## src/rtl/audio_stream_core.sv

```systemverilog
`default_nettype none
// ============================================================================
// Module   : audio_stream_core
// Purpose  : Handshaked stereo audio path between the CODEC input and output
//            interfaces. Each input pair is captured, processed (L/R swap,
//            mono downmix, arithmetic-shift attenuation, mute) and buffered in
//            a small output FIFO that decouples the input and output
//            handshakes.
// Ports    : CLOCK_50/reset          - clock, synchronous active-high reset
//            audio_in_available/L/R  - CODEC input pair and its ready flag
//            read_audio_in           - one-cycle acknowledge of an input pair
//            audio_out_allowed       - CODEC can accept an output pair
//            write_audio_out/L/R     - one-cycle write strobe + held output pair
//            mute/atten/swap_lr/mono - processing controls, latched per sample
//            fifo_level              - current FIFO occupancy
//            peak_clr/peak_L/peak_R  - peak meters (AUDIO_STREAM_PEAK_EN only)
// Options  : define AUDIO_STREAM_PEAK_EN to add the peak meters.
// Revision : 1.0 - initial release
// ============================================================================
module audio_stream_core #(
    parameter int DATA_W     = 32,
    parameter int FIFO_DEPTH = 4,
    parameter int ATTEN_W    = 4
) (
    input  logic                          CLOCK_50,
    input  logic                          reset,
    input  logic                          audio_in_available,
    input  logic [DATA_W-1:0]             audio_in_L,
    input  logic [DATA_W-1:0]             audio_in_R,
    output logic                          read_audio_in,
    input  logic                          audio_out_allowed,
    output logic                          write_audio_out,
    output logic [DATA_W-1:0]             audio_out_L,
    output logic [DATA_W-1:0]             audio_out_R,
    input  logic                          mute,
    input  logic [ATTEN_W-1:0]            atten,
    input  logic                          swap_lr,
    input  logic                          mono,
`ifdef AUDIO_STREAM_PEAK_EN
    input  logic                          peak_clr,
    output logic [DATA_W-1:0]             peak_L,
    output logic [DATA_W-1:0]             peak_R,
`endif
    output logic [$clog2(FIFO_DEPTH):0]   fifo_level
);

    localparam int PTR_W = $clog2(FIFO_DEPTH);
    localparam int LVL_W = PTR_W + 1;

    typedef enum logic [1:0] {
        IN_IDLE    = 2'd0,
        IN_REQ     = 2'd1,
        IN_CAPTURE = 2'd2
    } in_state_t;

    typedef enum logic [0:0] {
        OUT_IDLE  = 1'b0,
        OUT_WRITE = 1'b1
    } out_state_t;

    in_state_t                 in_state_q,  in_state_d;
    out_state_t                out_state_q, out_state_d;

    logic signed [DATA_W-1:0]  cap_l_q, cap_l_d, cap_r_q, cap_r_d;
    logic                      cap_mute_q, cap_mute_d;
    logic                      cap_swap_q, cap_swap_d;
    logic                      cap_mono_q, cap_mono_d;
    logic [ATTEN_W-1:0]        cap_atten_q, cap_atten_d;

    logic [DATA_W-1:0]         fifo_l_q [FIFO_DEPTH];
    logic [DATA_W-1:0]         fifo_l_d [FIFO_DEPTH];
    logic [DATA_W-1:0]         fifo_r_q [FIFO_DEPTH];
    logic [DATA_W-1:0]         fifo_r_d [FIFO_DEPTH];
    logic [PTR_W-1:0]          wr_ptr_q, wr_ptr_d, rd_ptr_q, rd_ptr_d;
    logic [LVL_W-1:0]          level_q, level_d;

    logic [DATA_W-1:0]         out_l_q, out_l_d, out_r_q, out_r_d;

    logic                      push, pop, credit_ok;
    logic [LVL_W:0]            committed;
    logic signed [DATA_W-1:0]  sw_l, sw_r, mix_l, mix_r, proc_l, proc_r;
    logic signed [DATA_W:0]    sum;

    // ------------------------------------------------------------------
    // Processing of the captured pair: swap -> mono -> attenuate -> mute
    // ------------------------------------------------------------------
    always_comb begin
        sw_l  = cap_swap_q ? cap_r_q : cap_l_q;
        sw_r  = cap_swap_q ? cap_l_q : cap_r_q;
        // One extra bit so the L+R sum cannot overflow before halving.
        sum   = {sw_l[DATA_W-1], sw_l} + {sw_r[DATA_W-1], sw_r};
        mix_l = sw_l;
        mix_r = sw_r;
        if (cap_mono_q) begin
            mix_l = DATA_W'(sum >>> 1);
            mix_r = DATA_W'(sum >>> 1);
        end
        // Signed operand: shifts in sign bits, so large shifts settle at 0 / -1.
        proc_l = mix_l >>> cap_atten_q;
        proc_r = mix_r >>> cap_atten_q;
        if (cap_mute_q) begin
            proc_l = '0;
            proc_r = '0;
        end
    end

    // ------------------------------------------------------------------
    // Input FSM. A read is only issued when every sample already in the
    // pipe still has a FIFO slot reserved, so the FIFO can never overflow.
    // ------------------------------------------------------------------
    always_comb begin
        committed   = {1'b0, level_q}
                    + (LVL_W+1)'(in_state_q == IN_CAPTURE)
                    + (LVL_W+1)'(in_state_q == IN_REQ);
        credit_ok   = committed < (LVL_W+1)'(FIFO_DEPTH);
        push        = (in_state_q == IN_CAPTURE);

        in_state_d  = in_state_q;
        cap_l_d     = cap_l_q;
        cap_r_d     = cap_r_q;
        cap_mute_d  = cap_mute_q;
        cap_swap_d  = cap_swap_q;
        cap_mono_d  = cap_mono_q;
        cap_atten_d = cap_atten_q;

        case (in_state_q)
            IN_IDLE: begin
                if (audio_in_available && credit_ok) begin
                    in_state_d = IN_REQ;
                end
            end
            IN_REQ: begin
                // Latch regardless of audio_in_available: the read is committed.
                in_state_d  = IN_CAPTURE;
                cap_l_d     = audio_in_L;
                cap_r_d     = audio_in_R;
                cap_mute_d  = mute;
                cap_swap_d  = swap_lr;
                cap_mono_d  = mono;
                cap_atten_d = atten;
            end
            IN_CAPTURE: begin
                in_state_d = IN_IDLE;
            end
            default: begin
                in_state_d = IN_IDLE;
            end
        endcase
    end

    // ------------------------------------------------------------------
    // Output FSM and FIFO bookkeeping
    // ------------------------------------------------------------------
    always_comb begin
        pop         = (out_state_q == OUT_IDLE) && (level_q != '0) && audio_out_allowed;
        out_state_d = pop ? OUT_WRITE : OUT_IDLE;
        out_l_d     = pop ? fifo_l_q[rd_ptr_q] : out_l_q;
        out_r_d     = pop ? fifo_r_q[rd_ptr_q] : out_r_q;

        fifo_l_d    = fifo_l_q;
        fifo_r_d    = fifo_r_q;
        if (push) begin
            fifo_l_d[wr_ptr_q] = proc_l;
            fifo_r_d[wr_ptr_q] = proc_r;
        end
        // FIFO_DEPTH is a power of two, so pointers wrap naturally.
        wr_ptr_d    = wr_ptr_q + PTR_W'(push);
        rd_ptr_d    = rd_ptr_q + PTR_W'(pop);
        level_d     = level_q + LVL_W'(push) - LVL_W'(pop);
    end

    always_ff @(posedge CLOCK_50) begin
        if (reset) begin
            in_state_q  <= IN_IDLE;
            out_state_q <= OUT_IDLE;
            cap_l_q     <= '0;
            cap_r_q     <= '0;
            cap_mute_q  <= 1'b0;
            cap_swap_q  <= 1'b0;
            cap_mono_q  <= 1'b0;
            cap_atten_q <= '0;
            wr_ptr_q    <= '0;
            rd_ptr_q    <= '0;
            level_q     <= '0;
            out_l_q     <= '0;
            out_r_q     <= '0;
        end else begin
            in_state_q  <= in_state_d;
            out_state_q <= out_state_d;
            cap_l_q     <= cap_l_d;
            cap_r_q     <= cap_r_d;
            cap_mute_q  <= cap_mute_d;
            cap_swap_q  <= cap_swap_d;
            cap_mono_q  <= cap_mono_d;
            cap_atten_q <= cap_atten_d;
            wr_ptr_q    <= wr_ptr_d;
            rd_ptr_q    <= rd_ptr_d;
            level_q     <= level_d;
            out_l_q     <= out_l_d;
            out_r_q     <= out_r_d;
        end
    end

    // Storage needs no reset: occupancy is governed by the pointers.
    always_ff @(posedge CLOCK_50) begin
        fifo_l_q <= fifo_l_d;
        fifo_r_q <= fifo_r_d;
    end

    assign read_audio_in   = (in_state_q == IN_REQ);
    assign write_audio_out = (out_state_q == OUT_WRITE);
    assign audio_out_L     = out_l_q;
    assign audio_out_R     = out_r_q;
    assign fifo_level      = level_q;

`ifdef AUDIO_STREAM_PEAK_EN
    logic [DATA_W-1:0] peak_l_q, peak_l_d, peak_r_q, peak_r_d;

    // Magnitude with the most-negative value clamped to the largest positive.
    function automatic logic [DATA_W-1:0] mag(input logic signed [DATA_W-1:0] x);
        if (!x[DATA_W-1]) begin
            return x;
        end else if (x == {1'b1, {(DATA_W-1){1'b0}}}) begin
            return {1'b0, {(DATA_W-1){1'b1}}};
        end else begin
            return -x;
        end
    endfunction

    always_comb begin
        peak_l_d = peak_l_q;
        peak_r_d = peak_r_q;
        if (peak_clr) begin
            peak_l_d = '0;
            peak_r_d = '0;
        end else if (push) begin
            if (mag(proc_l) > peak_l_q) peak_l_d = mag(proc_l);
            if (mag(proc_r) > peak_r_q) peak_r_d = mag(proc_r);
        end
    end

    always_ff @(posedge CLOCK_50) begin
        if (reset) begin
            peak_l_q <= '0;
            peak_r_q <= '0;
        end else begin
            peak_l_q <= peak_l_d;
            peak_r_q <= peak_r_d;
        end
    end

    assign peak_L = peak_l_q;
    assign peak_R = peak_r_q;
`endif

endmodule
`default_nettype wire

```

## config.mk

```make
export PLATFORM = sky130hd
export DESIGN_NAME = audio_stream_core
export DESIGN_NICKNAME = d
export VERILOG_FILES = /design/src/rtl/audio_stream_core.sv
export SDC_FILE = /design/constraint.sdc
export NUM_CORES = 1
export LEC_CHECK = 0
export CAP_MARGIN = 30
export CORE_UTILIZATION = 47
export DETAILED_ROUTE_END_ITERATION = 7
export GPL_TIMING_DRIVEN = 0
export HOLD_SLACK_MARGIN = 0.06
export PLACE_DENSITY = 0.66
export SLEW_MARGIN = 5
export SYNTH_ARGS = -nofsm -noshare
export SYNTH_HDL_FRONTEND = slang
export SYNTH_SLANG_ARGS = --single-unit
```

## constraint.sdc

```tcl
create_clock -name CLOCK_50 -period 9.75 [get_ports CLOCK_50]
set_clock_uncertainty 0.05 [all_clocks]
set_input_delay 1.4625 -clock CLOCK_50 [delete_from_list [all_inputs] [get_ports CLOCK_50]]
set_output_delay 1.4625 -clock CLOCK_50 [all_outputs]
set_load 0.03 [all_outputs]
```

==> results of run 1 <==
[synthesized netlist by cell type, types with 11 or more instances]
cell,n
a211oi_1,15
a21o_1,11
a21oi_1,213
a221oi_1,12
and3_1,12
buf_1,28
buf_2,33
clkbuf_1,91
dfxtp_1,145
edfxtp_1,256
ha_1,37
inv_1,45
mux2_2,54
mux2i_1,62
mux4_2,73
nand2_1,408
nand2b_1,26
nand3_1,43
nand4_1,21
nor2_1,144
nor3_1,35
o2111ai_1,11
o211ai_1,30
o21a_1,16
o21ai_0,78
o21ai_1,11
o221ai_1,19
o22ai_1,37
o31ai_1,13
o32ai_1,15
or3_1,11
xnor2_1,12
[power groups by stage]
| stage | logic (mW) | clock network (mW) | registers [mW] |
|---|---|---|---|
| finish | 1.82 | 1.52 | 2.07 |
| global route | 1.93 | 1.61 | 2.09 |
| CTS | 1.79 | 1.55 | 2.08 |
| detailed placement | 1.78 | 0 | 2.11 |
| global placement | 1.75 | 0 | 2.11 |
| floorplan | 0.993 | 0 | 2.24 |
[worst paths after layout]
path,startpoint,to,slack [ns]
worst min register to register,audio_out_R[27],audio_out_R[27],0.40
worst max register to register,cap_swap_q,fifo_l_q[23],2.99
worst min-delay path,audio_out_R[27],audio_out_R[27],0.40
worst max-delay path,cap_swap_q,fifo_l_q[23],2.99
[state kept, by name, summed over array words and instances (netlist names)]
signal and count:
cap_l_q 32, fifo_l_q 128, wr_ptr_q 2, fifo_level 3, fifo_r_q 128, in_state_q 2, rd_ptr_q 2, audio_out_R 32
write_audio_out 1, audio_out_L 32, cap_atten_q 4, cap_mute_q 1, cap_r_q 32, cap_mono_q 1, cap_swap_q 1
[final cells by class]
cell class | instances | area [sq um]
Timing Repair Buffer | 167 | 1710
Tap cell | 607 | 759
Sequential cell | 401 | 10600
Buffer | 161 | 691
Clock buffer | 55 | 1160
Inverter | 48 | 180
Multi-Input combinational cell | 1597 | 10900
Fill cell | 4101 | 20500
Clock inverter | 20 | 179
[worst min-delay path: stages, from the launching register on]
cell	delay [ns]
dfxtp_1	0.31
nand2_1	0.05
a21oi_1	0.05
[per-stage QoR]
step	utilization, %	cell area (sq um)	hold WS (ns)	total power, mW	instances
finish	56.1	26200	0.403	5.42	3056
global route	56.1	26200	0.420	5.63	3056
global placement	52.5	24600	0.393	3.86	2956
floorplan	-	22400	0.393	3.23	2207
CTS	56.0	26200	0.405	5.41	3052
detailed placement	53.1	24800	0.396	3.89	2977
[routing by layer]
| metal | up-vias | part of all wire (%) | GRT usage, % |
|---|---|---|---|
| met4 | 0 | 6.5 | 19.9 |
| li1 | 8743 | - | - |
| met3 | 230 | 6.9 | 4.65 |
| met1 | 9565 | 40 | 43.1 |
| met2 | 883 | 46 | 54.9 |
| met5 | - | 0 | 0 |
[kinds of logic (layout without fill, tap and decap cells)]
kind of cell | after synthesis | count (layout)
AND/OR/NAND/NOR | 767 | 767
multiplexers | 189 | 189
XOR/XNOR | 12 | 12
adder cells (fa/ha/maj) | 39 | 39
flip-flops | 401 | 401
AO/OA/AOI/OAI | 590 | 590
buffers and inverters | 209 | 451
[layout by cell type (no fill, tap or decap), types with 45 or more instances in the layout]
cell and n:
a21oi_1 213, inv_1 45, edfxtp_1 256, dfxtp_1 145, o21ai_0 78, mux2i_1 62
mux2_2 54, mux4_2 73, clkbuf_1 97, nor2_1 143, clkdlybuf4s50_1 142, nand2_1 408
==> results.md, run 1 <==
- Worst skew pair latency: between 0.5 and 0.6 ns
- Largest family of logic cells by synthesized area: compound AO/OA/AOI/OAI gates
- CP startpoint kind: flip-flop
- Switching Power: ~1.9 mW
- Combinational power share: 33.6%
- Crit path DAT: 6.97 ns
- Leading area contributor after synthesis: edfxtp_1
- Worst-case reg-to-reg path depth: 16
- Setup slack at placement: between 3 and 4 ns
- Compound-gate portion of the synthesized area: between 10% and 20%
- Number of global-route vias before repair: between 15000 and 20000
- CTS tree: yes
- Clock power share: about 28%
- Largest net degree at the start of global routing: 42
- Critical path's slowest cell: a311oi_1
- DPL Wire Length: roughly 64000 um
- DR vias: ~19000
- Cts bufs inserted: just over 40
- F_max: 148 MHz
- DR WL/cell: 26.7 um
- Netlist cell types: 100
- Tcrit/Tclk final: between 60% and 70%
- Synthesis Warnings: 0
- # H-tree levels: 2
- Logic depth of the worst path, buffers included: 16
- N_diodes: 0
- Worst Setup Slack, final: between 2 and 3 ns
- Share of layout cells above drive strength 1: between 10% and 20%
- Die Height: ~220 um
- Max clock buf depth: 3
- Synth Cell Area: roughly 22000 sq um
- Violated checks: design-rule violations
- Post-Syn Nets: approximately 2300
- Overall routing resource usage: 33.8%
- Hold Path Depth: 2
- Antenna-violating nets left: 0
- Top FF cell, synth: edfxtp_1
- Setup crit end kind: flip-flop
- XOR/XNOR Fraction of Synth Area: less than 1%
- Initial antenna violation count: 0
- Sink Count: 401
- Fin crit period: ~6.8 ns
- Sequential cell fraction of total power: 38.3%
- Synth top area cells: edfxtp_1, dfxtp_1, mux4_2
- Register area share after synthesis: 47.3%
- EDFF count, synth: ~260
- Placer Congestion: ~1.1
- Post-layout nets: around 2500
- Post-Synth Simple-Gate Area: between 10% and 20%
- Adder-cell share of the synthesized area: under 10%
- CTS resizes: 0
- Synth top area share: 34.3%
- Critical path, cell by cell: buf_2 > buf_2 > buf_2 > buf_2 > mux2i_1 > inv_1 > ha_1 > buf_2 > nand2_1 > nor3_1 > o2111ai_1 > a21oi_1 > nand2_1 > o21ai_0 > o22ai_1 > a311oi_1
- WP buf/inv: 6
- Post-CTS Setup Repair Bufs: 0
- Clock-pin slew on the worst setup and hold paths: around 0.060 ns
- Setup_tns: 0 ns
- Status: finished, violations left
- First drt pass iteration count: 8
- Critical path peak fanout: 10
- Initial DRC Count: a little over 2000
- Crit path largest cell delay: a little over 0.8 ns
- Endpoints failing setup: 0
- Post-Route WL: 81700 um
- Initial core utilization: a little under half
- Post-synthesis mux area share: between 10% and 20%
- DRC: 11
- Die ar.: 48500 sq um
- PD cells: ~210 nW/um^2
- First-pass GRT wire length: 120000 um
- Grt total ovfl: 0
- Critical Path RT: 9.95 ns
- Lkg Pwr: approximately 9 nW
- I/O Buffers: approximately 140
- CP top delay family: compound AO/OA/AOI/OAI gates
- RSZ-0062 raised after global routing: no
- Fin. Hold Viols: 0
- Yosys reg bits: 401
- Core area: between 40000 and 50000 sq um
- Area growth, synth to finish: 17.1%
- Mapped Avg Cell Area: just over 10 sq um
- Async set-or-reset flop fraction in the synthesized netlist: 0%
- # Max-Cap Violations: 0
- Setup CP Type: flip-flop to flip-flop
- # IOs: roughly 140
- Hold Buf Count CTS: 0
- Fin. max-slew vios: 0
- Relative slew slack: between 20% and 30%
- Hold WC Path Type: flip-flop to flip-flop
- P_int: ~3.5 mW
- Tightest Pin Transition: roughly 1.1 ns
- Die width: around 220 um
- Placement row count: 79
- Vias per Instance: ~6.4
- Peak supply drop: about 0.14 mV
- Syn Inst Count: approximately 2200
- Root Buffer: clkbuf_16
- CP most frequent cell: buf_2
- Switching share of power: 34.7%
No activity file was read; power rests on OpenSTA's default activity.
==> inputs of run 2 (changes only) <==
- clock period: 9.75 -> 6.89 ns (I/O delays scaled with it)
==> results of run 2 <==
The final DEF is identical to that of run 1. Status: finished, violations left: design-rule violations.
Among the figures that moved: setup slack after placement 3.24 ns -> 0.380 ns; setup slack after layout 2.99 ns -> 0.127 ns; register-to-register setup slack 2.99 ns -> 0.13 ns; total power 5.42 mW -> 7.67 mW; worst IR drop on VDD 0.138 mV -> 0.195 mV
==> inputs of run 3 (changes only) <==
- CAP_MARGIN: 30 -> not set
- CTS_CLUSTER_SIZE: not set -> 30
==> run 3 against run 2 <==
The flow still finishes with violations (design-rule violations). Flip-flop and latch count stayed put. Power up 0.83%. Worst hold slack about the same. Clock-buffer cell count decreased by 4. Non-clock buffer count shrank 8. Via count increased by 0.36%. Worst setup slack got worse by 0.0017 ns. Maximum frequency about the same. Global-route usage is 0.52 points higher. Cell area fell by 0.20%. Largest cell class unchanged.
==> results.md, run 3 (synthesized netlist as in run 1, its figures left out) <==
- DR WL/cell: 27.2 um (was 26.7 um)
- CP startpoint kind: flip-flop (unchanged)
- Initial DRC Count: 2038 (was 2017)
- WL met2: 38900 um (was 37900 um)
- Die width: 220 um (unchanged)
- N_diodes: 0 (unchanged)
- Placement row count: 79 (unchanged)
- Relative slew slack: 5.54% (was 29.6%)
- Die ar.: 48500 sq um (unchanged)
- Grt total ovfl: 0 (unchanged)
- Share of layout cells above drive strength 1: 12.9% (was 13.2%)
- Worst-case reg-to-reg path depth: 16 (unchanged)
- # H-tree levels: 2 (unchanged)
- Critical Path RT: 7.10 ns (was 7.09 ns)
- PD cells: 296 nW/um^2 (was 293 nW/um^2)
- Vias per Instance: 6.39 (was 6.36)
- Crit path DAT: 6.97 ns (about the same)
- Post-Route WL: 82900 um (was 81700 um)
- Final hold slack: 0.403 ns (about the same)
- Core area: 46800 sq um (unchanged)
- # Max-Cap Violations: 0 (unchanged)
- Status: finished, violations left (unchanged)
- Post-layout nets: 2524 (was 2531)
- Endpoints failing setup: 0 (unchanged)
- Fin. Hold Viols: 0 (unchanged)
- Placed Area: 24800 sq um (about the same)
- Hold Buf Count CTS: 0 (unchanged)
- Setup crit end kind: flip-flop (unchanged)
- Clock-pin slew on the worst setup and hold paths: 0.06 ns (about the same)
- Antenna-violating nets left: 0 (unchanged)
- Area growth, synth to finish: 16.9% (was 17.1%)
- Commonest non-fill, non-tap cell in the layout: nand2_1 (unchanged)
- CTS resizes: 0 (unchanged)
- First-pass GRT wire length: 121000 um (was 120000 um)
- Post-CTS Setup Repair Bufs: 0 (unchanged)
- Initial antenna violation count: 0 (unchanged)
- Die Height: 220 um (unchanged)
- F_max: 148 MHz (about the same)
- DRC: 11 (unchanged)
- Violated checks: design-rule violations (unchanged)
- Placer Congestion: 1.06 (unchanged)
- Max clock buf depth: 3 (unchanged)
- Cts bufs inserted: 42 (was 41)
- Fin. max-slew vios: 0 (unchanged)
- Most frequent cells in the layout: nand2_1, edfxtp_1, a21oi_1 (unchanged)
- Setup CP Type: flip-flop to flip-flop (unchanged)
- Hold WC Path Type: flip-flop to flip-flop (unchanged)
- DR vias: 19500 (was 19400)
- Initial core utilization: 47.9% (unchanged)
- I/O Buffers: 142 (unchanged)
- Tcrit/Tclk final: 98.2% (about the same)
- DPL Wire Length: 64100 um (was 64200 um)
- Worst skew pair latency: 0.57 ns (about the same)
- # IOs: 144 (unchanged)
- Largest net degree at the start of global routing: 42 (unchanged)
- Root Buffer: clkbuf_16 (unchanged)
- Tightest Pin Transition: 1.38 ns (was 1.05 ns)
- Peak supply drop: 0.198 mV (was 0.195 mV)
- Overall routing resource usage: 34.3% (was 33.8%)
- Max Used Layer: met4 (unchanged)
- Number of global-route vias before repair: 18700 (was 18600)
- First drt pass iteration count: 8 (unchanged)
- CTS tree: yes (unchanged)
- Metal-1 WL: 32900 um (was 32800 um)
- Largest regs: fifo_l_q (128), fifo_r_q (128) (unchanged)
- Critical path peak fanout: 10 (unchanged)
- Fin crit period: 6.76 ns (about the same)
- Design area: 26200 sq um (about the same)
- RSZ-0062 raised after global routing: no (unchanged)
- Length of routed met3 wiring: 6160 um (was 5670 um)
- Hold Path Depth: 2 (unchanged)
- Sink Count: 401 (unchanged)
- Lkg Pwr: 9.07 nW (was 9.10 nW)
[run 3: cell types whose count changed in the layout (fill, tap and decap cells not counted), sizes merged]
cell    change
buf         -6
bufinv      +3
clkbuf      -6
clkinv      -1
inv         +2
[run 3: path summary, 6_finish.rpt]
check	to	slack [ns]	from
setup / recovery	fifo_l_q[55]	0.13	cap_swap_q
hold / removal	audio_out_R[16]	0.40	audio_out_R[16]
setup reg to reg	fifo_l_q[55]	0.13	cap_swap_q
hold reg to reg	audio_out_R[16]	0.40	audio_out_R[16]
[run 3: through the flow]
step / TNS, ns / utilization [%] / instances / total power [mW] / setup WS [ns]
final: 0 / 56.0 / 3048 / 7.73 / 0.125
after global routing: 0 / 56.0 / 3048 / 8.03 / 0.0289
after CTS: 0 / 56.0 / 3048 / 7.73 / 0.376
after detailed placement: 0 / 53.1 / 2973 / 5.50 / 0.400
after global placement: -297.84 / 52.5 / 2956 / 5.47 / -2.69
after floorplan: 0 / - / 2207 / 4.57 / 1.07
[run 3: worst max-delay path, stage by stage, from the launching register on]
cell	delay [ns]
dfxtp_1	0.38
buf_2	0.27
buf_2	0.34
buf_2	0.36
buf_2	0.38
mux2i_1	0.71
inv_1	0.10
ha_1	0.29
buf_2	0.20
nand2_1	0.19
nor3_1	0.44
o2111ai_1	0.38
a21oi_1	0.33
nand2_1	0.13
o21ai_0	0.84
o22ai_1	0.25
a311oi_1	0.79
[run 3: layer usage]
layer	GRT usage (%)	up-vias
li1	-	8717
met1	43.0	9545
met2	56.6	988
met3	5.44	240
met4	19.1	0
met5	0	-
[run 3: area by class of cell]
class | instances | area, sq um
fill | 4139 | 20600
multi-input combinational | 1597 | 10900
sequential | 401 | 10600
timing repair buffer | 159 | 1640
clock buffer | 51 | 1090
tap | 607 | 759
buffer | 161 | 691
clock inverter | 24 | 263
inverter | 48 | 180
[run 3: power breakdown]
part	switching (mW)	internal, mW
clock	0.945	1.29
combinational	1.64	0.924
sequential	0.0997	2.84
